--- config.mk ---
export PLATFORM = sky130hd
export DESIGN_NAME = pipeline_freeze_controller
export DESIGN_NICKNAME = d
export VERILOG_FILES = /design/src/rtl/pipeline_ctrl_pkg.sv /design/src/rtl/mem_access_timer.sv /design/src/rtl/pipeline_freeze_controller.sv
export SDC_FILE = /design/constraint.sdc
export NUM_CORES = 1
export LEC_CHECK = 0
export BUFFER_PORTS_ARGS = -buffer_cell sky130_fd_sc_hd__buf_2
export CAP_MARGIN = 20
export CORE_MARGIN = 2
export CORE_UTILIZATION = 42
export CTS_CLUSTER_SIZE = 8
export DETAILED_ROUTE_END_ITERATION = 10
export PLACE_DENSITY = 0.63
export SYNTH_ARGS = -nofsm -noshare
export SYNTH_HDL_FRONTEND = slang
export SYNTH_SLANG_ARGS = --single-unit
--- constraint.sdc ---
create_clock -name clk -period 2.2 [get_ports clk]
set_input_delay 0.33 -clock clk [delete_from_list [all_inputs] [get_ports clk]]
set_output_delay 0.33 -clock clk [all_outputs]
set_load 0.03 [all_outputs]
--- src/rtl/pipeline_ctrl_pkg.sv ---
// Shared definitions for the pipeline freeze controller: memory-access FSM
// state encoding and the default SRAM latency.
package pipeline_ctrl_pkg;

  typedef enum logic [1:0] {
    ST_IDLE   = 2'd0,
    ST_ACCESS = 2'd1,
    ST_DONE   = 2'd2
  } mem_state_e;

  localparam int unsigned MEM_LATENCY_DEFAULT = 6;

endpackage

--- src/rtl/mem_access_timer.sv ---
// Down-counter for the SRAM wait: loads a start value, decrements on request
// and flags the final access cycle (count == 1).
module mem_access_timer #(
  parameter int unsigned CNT_W = 4
) (
  input  logic             clk,
  input  logic             rst,
  input  logic             load,
  input  logic [CNT_W-1:0] load_val,
  input  logic             dec,
  output logic             last
);

  localparam logic [CNT_W-1:0] CNT_ONE = {{(CNT_W-1){1'b0}}, 1'b1};

  logic [CNT_W-1:0] cnt_r;

  // counter register: load has priority over decrement, never wraps below 0
  always_ff @(posedge clk) begin
    if (!rst) begin
      cnt_r <= {CNT_W{1'b0}};
    end else if (load) begin
      cnt_r <= load_val;
    end else if (dec && (cnt_r != {CNT_W{1'b0}})) begin
      cnt_r <= cnt_r - CNT_ONE;
    end else begin
      cnt_r <= cnt_r;
    end
  end

  assign last = (cnt_r == CNT_ONE);

endmodule

--- src/rtl/pipeline_freeze_controller.sv ---
// Pipeline hazard/flush control plus a multi-cycle SRAM access FSM that
// freezes the whole pipeline for MEM_LATENCY cycles per load/store.
module pipeline_freeze_controller
  import pipeline_ctrl_pkg::*;
#(
  parameter int unsigned MEM_LATENCY = MEM_LATENCY_DEFAULT,
  parameter int unsigned CNT_W       = 4
) (
  input  logic        clk,
  input  logic        rst,
  input  logic        hazard_Detected,
  input  logic        branch_taken,
  input  logic        mem_r_en,
  input  logic        mem_w_en,
  output logic        pc_freeze,
  output logic        if_id_freeze,
  output logic        if_id_flush,
  output logic        id_exe_flush,
  output logic        exe_mem_freeze,
  output logic        mem_wb_freeze,
  output logic        mem_start,
  output logic        mem_busy,
  output logic [15:0] stall_count
);

  localparam logic [CNT_W-1:0] LOAD_VAL = CNT_W'(MEM_LATENCY - 1);

  mem_state_e  state_r;
  mem_state_e  state_next_s;
  logic        mem_req_s;
  logic        mem_freeze_s;
  logic        mem_start_s;
  logic        timer_load_s;
  logic        timer_dec_s;
  logic        timer_last_s;
  logic [15:0] stall_cnt_r;

  assign mem_req_s = mem_r_en | mem_w_en;

  mem_access_timer #(.CNT_W(CNT_W)) u_timer (
    .clk      (clk),
    .rst      (rst),
    .load     (timer_load_s),
    .load_val (LOAD_VAL),
    .dec      (timer_dec_s),
    .last     (timer_last_s)
  );

  // FSM state register
  always_ff @(posedge clk) begin
    if (!rst) begin
      state_r <= ST_IDLE;
    end else begin
      state_r <= state_next_s;
    end
  end

  // next state and access-phase decode; DONE is the single cycle the pipeline advances
  always_comb begin
    state_next_s = state_r;
    mem_freeze_s = 1'b0;
    mem_start_s  = 1'b0;
    timer_load_s = 1'b0;
    timer_dec_s  = 1'b0;
    case (state_r)
      ST_IDLE: begin
        if (mem_req_s) begin
          mem_freeze_s = 1'b1;
          mem_start_s  = 1'b1;
          timer_load_s = 1'b1;
          state_next_s = ST_ACCESS;
        end else begin
          state_next_s = ST_IDLE;
        end
      end
      ST_ACCESS: begin
        mem_freeze_s = 1'b1;
        timer_dec_s  = 1'b1;
        if (timer_last_s) begin
          state_next_s = ST_DONE;
        end else begin
          state_next_s = ST_ACCESS;
        end
      end
      ST_DONE: begin
        state_next_s = ST_IDLE;
      end
      default: begin
        state_next_s = ST_IDLE;
      end
    endcase
  end

  // freeze/flush priority: reset, memory freeze, taken branch, load-use hazard
  always_comb begin
    pc_freeze      = 1'b0;
    if_id_freeze   = 1'b0;
    if_id_flush    = 1'b0;
    id_exe_flush   = 1'b0;
    exe_mem_freeze = 1'b0;
    mem_wb_freeze  = 1'b0;
    mem_start      = 1'b0;
    mem_busy       = 1'b0;
    if (!rst) begin
      pc_freeze = 1'b0;
    end else if (mem_freeze_s) begin
      pc_freeze      = 1'b1;
      if_id_freeze   = 1'b1;
      exe_mem_freeze = 1'b1;
      mem_wb_freeze  = 1'b1;
      mem_start      = mem_start_s;
      mem_busy       = 1'b1;
    end else if (branch_taken) begin
      if_id_flush  = 1'b1;
      id_exe_flush = 1'b1;
    end else if (hazard_Detected) begin
      pc_freeze    = 1'b1;
      if_id_freeze = 1'b1;
      id_exe_flush = 1'b1;
    end else begin
      pc_freeze = 1'b0;
    end
  end

  // saturating count of memory-freeze cycles
  always_ff @(posedge clk) begin
    if (!rst) begin
      stall_cnt_r <= 16'd0;
    end else if (mem_freeze_s && (stall_cnt_r != 16'hFFFF)) begin
      stall_cnt_r <= stall_cnt_r + 16'd1;
    end else begin
      stall_cnt_r <= stall_cnt_r;
    end
  end

  assign stall_count = rst ? stall_cnt_r : 16'd0;

endmodule

==> impl_metrics.env <==
export IMPL_fin_skew_ns=0.00116
export IMPL_synth_yosys_seq_area_share=0.322
export IMPL_synthArstFlopShare=0
export IMPL_netlist_top_cells_count="sky130_fd_sc_hd__dfxtp_1 (22), sky130_fd_sc_hd__nor2_1 (21), sky130_fd_sc_hd__a21oi_1 (12), sky130_fd_sc_hd__and2_1 (12), sky130_fd_sc_hd__nand3_1 (7)"
export IMPL_worstReg2RegStart="stall_cnt_r[0]"
export IMPL_syn_mean_instance_area_um2=8.72
export IMPL_core_area_um2=3080
export IMPL_die_area_um2=3730
export IMPL_antenna_violations_before_repair=0
export IMPL_critical_path_peak_fanout=4
export IMPL_dr_total_vias=1257
export IMPL_final_setup_violation_count=0
export IMPL_power_mw=0.819
export IMPL_totalWireLength_um=3180
export IMPL_power_density_cell_area_nw_per_um2=511
export IMPL_r2r_slack_ns=0.35
export IMPL_number_of_levels_the_h_tree_was_split_into=1
export IMPL_setup_tns_final_ns=0
export IMPL_drv_cap=0
export IMPL_status="finished clean"
export IMPL_synth_top_family_by_area="simple AND/OR/NAND/NOR gates"
export IMPL_clkSlewWorstSetupHoldPaths_ns=0.13
export IMPL_whs_path_depth=3
export IMPL_worst_ir_drop_vdd_v=0.000257
export IMPL_min_period_ns=2.00
export IMPL_mappedNetlistArea_um2=1370
export IMPL_die_height_um=61.1
export IMPL_placement_rows=20
export IMPL_netlist_instances=157
export IMPL_synth_largest_area_cell="sky130_fd_sc_hd__dfxtp_1"
export IMPL_numCtsBuffers=3
export IMPL_worstSetupEndpointType="primary output"
export IMPL_drive_gt1_frac=0.309
export IMPL_detail_route_first_pass_iterations=4
export IMPL_critical_path_required_ns=1.87
export IMPL_synth_unique_cells=49
export IMPL_floorplan_die_width_um=61.1
export IMPL_worst_setup_path_startpoint="state_r[0]"
export IMPL_gr_usage_all_layers=0.183
export IMPL_post_dp_hpwl_um=2370
export IMPL_insertion_delay_to_the_later_sink_of_the_worst_skew_pair_ns=0.32
export IMPL_final_max_slew_violation_count=0
export IMPL_worstSetupPathType="register to primary output"
export IMPL_synth_adder_area_share=0.0366
export IMPL_compound_gate_fraction_of_synth_area=0.113
export IMPL_finalNetCount=200
export IMPL_syn2layout_area_growth_pct=16.9
export IMPL_share_of_synthesized_area_spent_on_multiplexers=0.0494
export IMPL_min_from="rst"
export IMPL_vias_per_cell=5.42
export IMPL_numClockSinks=22
export IMPL_hold_buffers=0
export IMPL_ys_dominant_reg_cell="sky130_fd_sc_hd__dfxtp_1"
export IMPL_synth_enable_flop_cells=0
export IMPL_ys_warnings_count=0
export IMPL_timing_fmax_mhz=501
export IMPL_drc=0
export IMPL_synth_most_common_cell="sky130_fd_sc_hd__dfxtp_1"
export IMPL_initial_core_util=0.445
export IMPL_tightestPinTransition_ns=0.510
export IMPL_first_global_vias=1165
export IMPL_routed_wire_length_per_instance_um=13.7
export IMPL_p_leak_nw=0.682
export IMPL_floorplan_io_pins=30
export IMPL_netlist_top_cells_area="sky130_fd_sc_hd__dfxtp_1 (32%), sky130_fd_sc_hd__nor2_1 (5.8%), sky130_fd_sc_hd__and2_1 (5.5%)"
export IMPL_globalplace_congestion=0.734
export IMPL_n_antenna_cell=0
export IMPL_grt_max_degree=19
export IMPL_global_route_overflow_total=0
export IMPL_synth_xor_area_frac=0.0192
export IMPL_slew_headroom=0.658
export IMPL_post_cts_repair_setup_buffers=0
export IMPL_synth_net_count=167
export IMPL_initialDrtViolationCount=32
export IMPL_numPortBuffers=29
export IMPL_cts_buffer_depth=2
export IMPL_cts_tree="yes"
export IMPL_arrival_ns=1.67
export IMPL_unrepaired_setup_endpoints_after_global_routing="no"
export IMPL_synthDominantCellAreaShare=0.322
export IMPL_start_kind="register"
export IMPL_grt_pass1_wl_um=5150
export IMPL_synthSimpleGateAreaFrac=0.409
export IMPL_hold_path_class="input port to register"
export IMPL_reg2regPathDepth=5
export IMPL_postSynthRegisterBits=22
export IMPL_antenna_violating_nets_post_route=0
export IMPL_cts_repair_resized=0
export IMPL_clock_root_buffer="sky130_fd_sc_hd__clkbuf_4"
export IMPL_hold_viol_final=0
export IMPL_fin_crit_sh=0.908
## report_power, final
group          switching [mW]  internal, mW
Sequential             0.0239         0.418
Clock                   0.135        0.0642
Combinational           0.112        0.0658
Total                   0.270         0.548
## layout make-up
| cell class | instances | area [um2] |
|---|---|---|
| inverter | 7 | 26.3 |
| clock buffer | 3 | 22.5 |
| multi-input combinational | 120 | 858 |
| tap | 44 | 55.1 |
| timing repair buffer | 36 | 198 |
| fill | 322 | 1480 |
| sequential | 22 | 440 |
## layer usage
metal / share of wire / up-vias / track usage
met5: 0 / - / 0
li1: - / 632 / -
met2: 0.50 / 20 / 0.324
met4: 0.015 / 0 / 0.0683
met3: 0.030 / 5 / 0.0231
met1: 0.46 / 600 / 0.226
## worst paths after layout
kind / end
hold reg to reg: u_timer.cnt_r[1]
setup reg to reg: stall_cnt_r[2]
setup / recovery: if_id_flush
hold / removal: u_timer.cnt_r[3]
## registers in the layout, summed over array words and instances (netlist names)
name / flops
stall_cnt_r: 16
u_timer.cnt_r: 4
state_r: 2
## kinds of logic (layout without fill, tap and decap cells)
kind of cell,count (synthesis),count (layout)
AOI/OAI and AO/OA,25,25
adders and majority gates,4,4
buffers and inverters,15,46
muxes,6,6
and+or+nand+nor,82,82
xor gates and xnor gates,3,3
DFF,22,22
## cells in the final DEF, fill, tap and decap left out, types with 4 or more instances in the layout
cell type and count:
sky130_fd_sc_hd__nand3_1 7, sky130_fd_sc_hd__mux2_1 4, sky130_fd_sc_hd__nor3_1 6, sky130_fd_sc_hd__a21oi_1 12, sky130_fd_sc_hd__buf_2 29, sky130_fd_sc_hd__buf_4 7, sky130_fd_sc_hd__nor2_1 21, sky130_fd_sc_hd__inv_1 6
sky130_fd_sc_hd__dfxtp_1 22, sky130_fd_sc_hd__ha_1 4, sky130_fd_sc_hd__and2_1 12
## worst max-delay path, stage by stage, from the launching register on
cell	delay, ns
sky130_fd_sc_hd__dfxtp_1	0.36
sky130_fd_sc_hd__nor3_2	0.38
sky130_fd_sc_hd__or2_0	0.25
sky130_fd_sc_hd__and3_1	0.17
sky130_fd_sc_hd__buf_2	0.19
## per-stage QoR
stage	hold WS (ns)	setup slack, ns	area, um2	util	std cells
after floorplan	0.489	0.144	1370	-	157
after global placement	0.503	0.285	1580	0.513	229
after detailed placement	0.506	0.225	1580	0.513	229
after CTS	0.398	0.187	1600	0.520	232
after global routing	0.399	0.0727	1600	0.520	232
final	0.399	0.203	1600	0.520	232
Note: power is estimated with default switching activity, not from simulation.
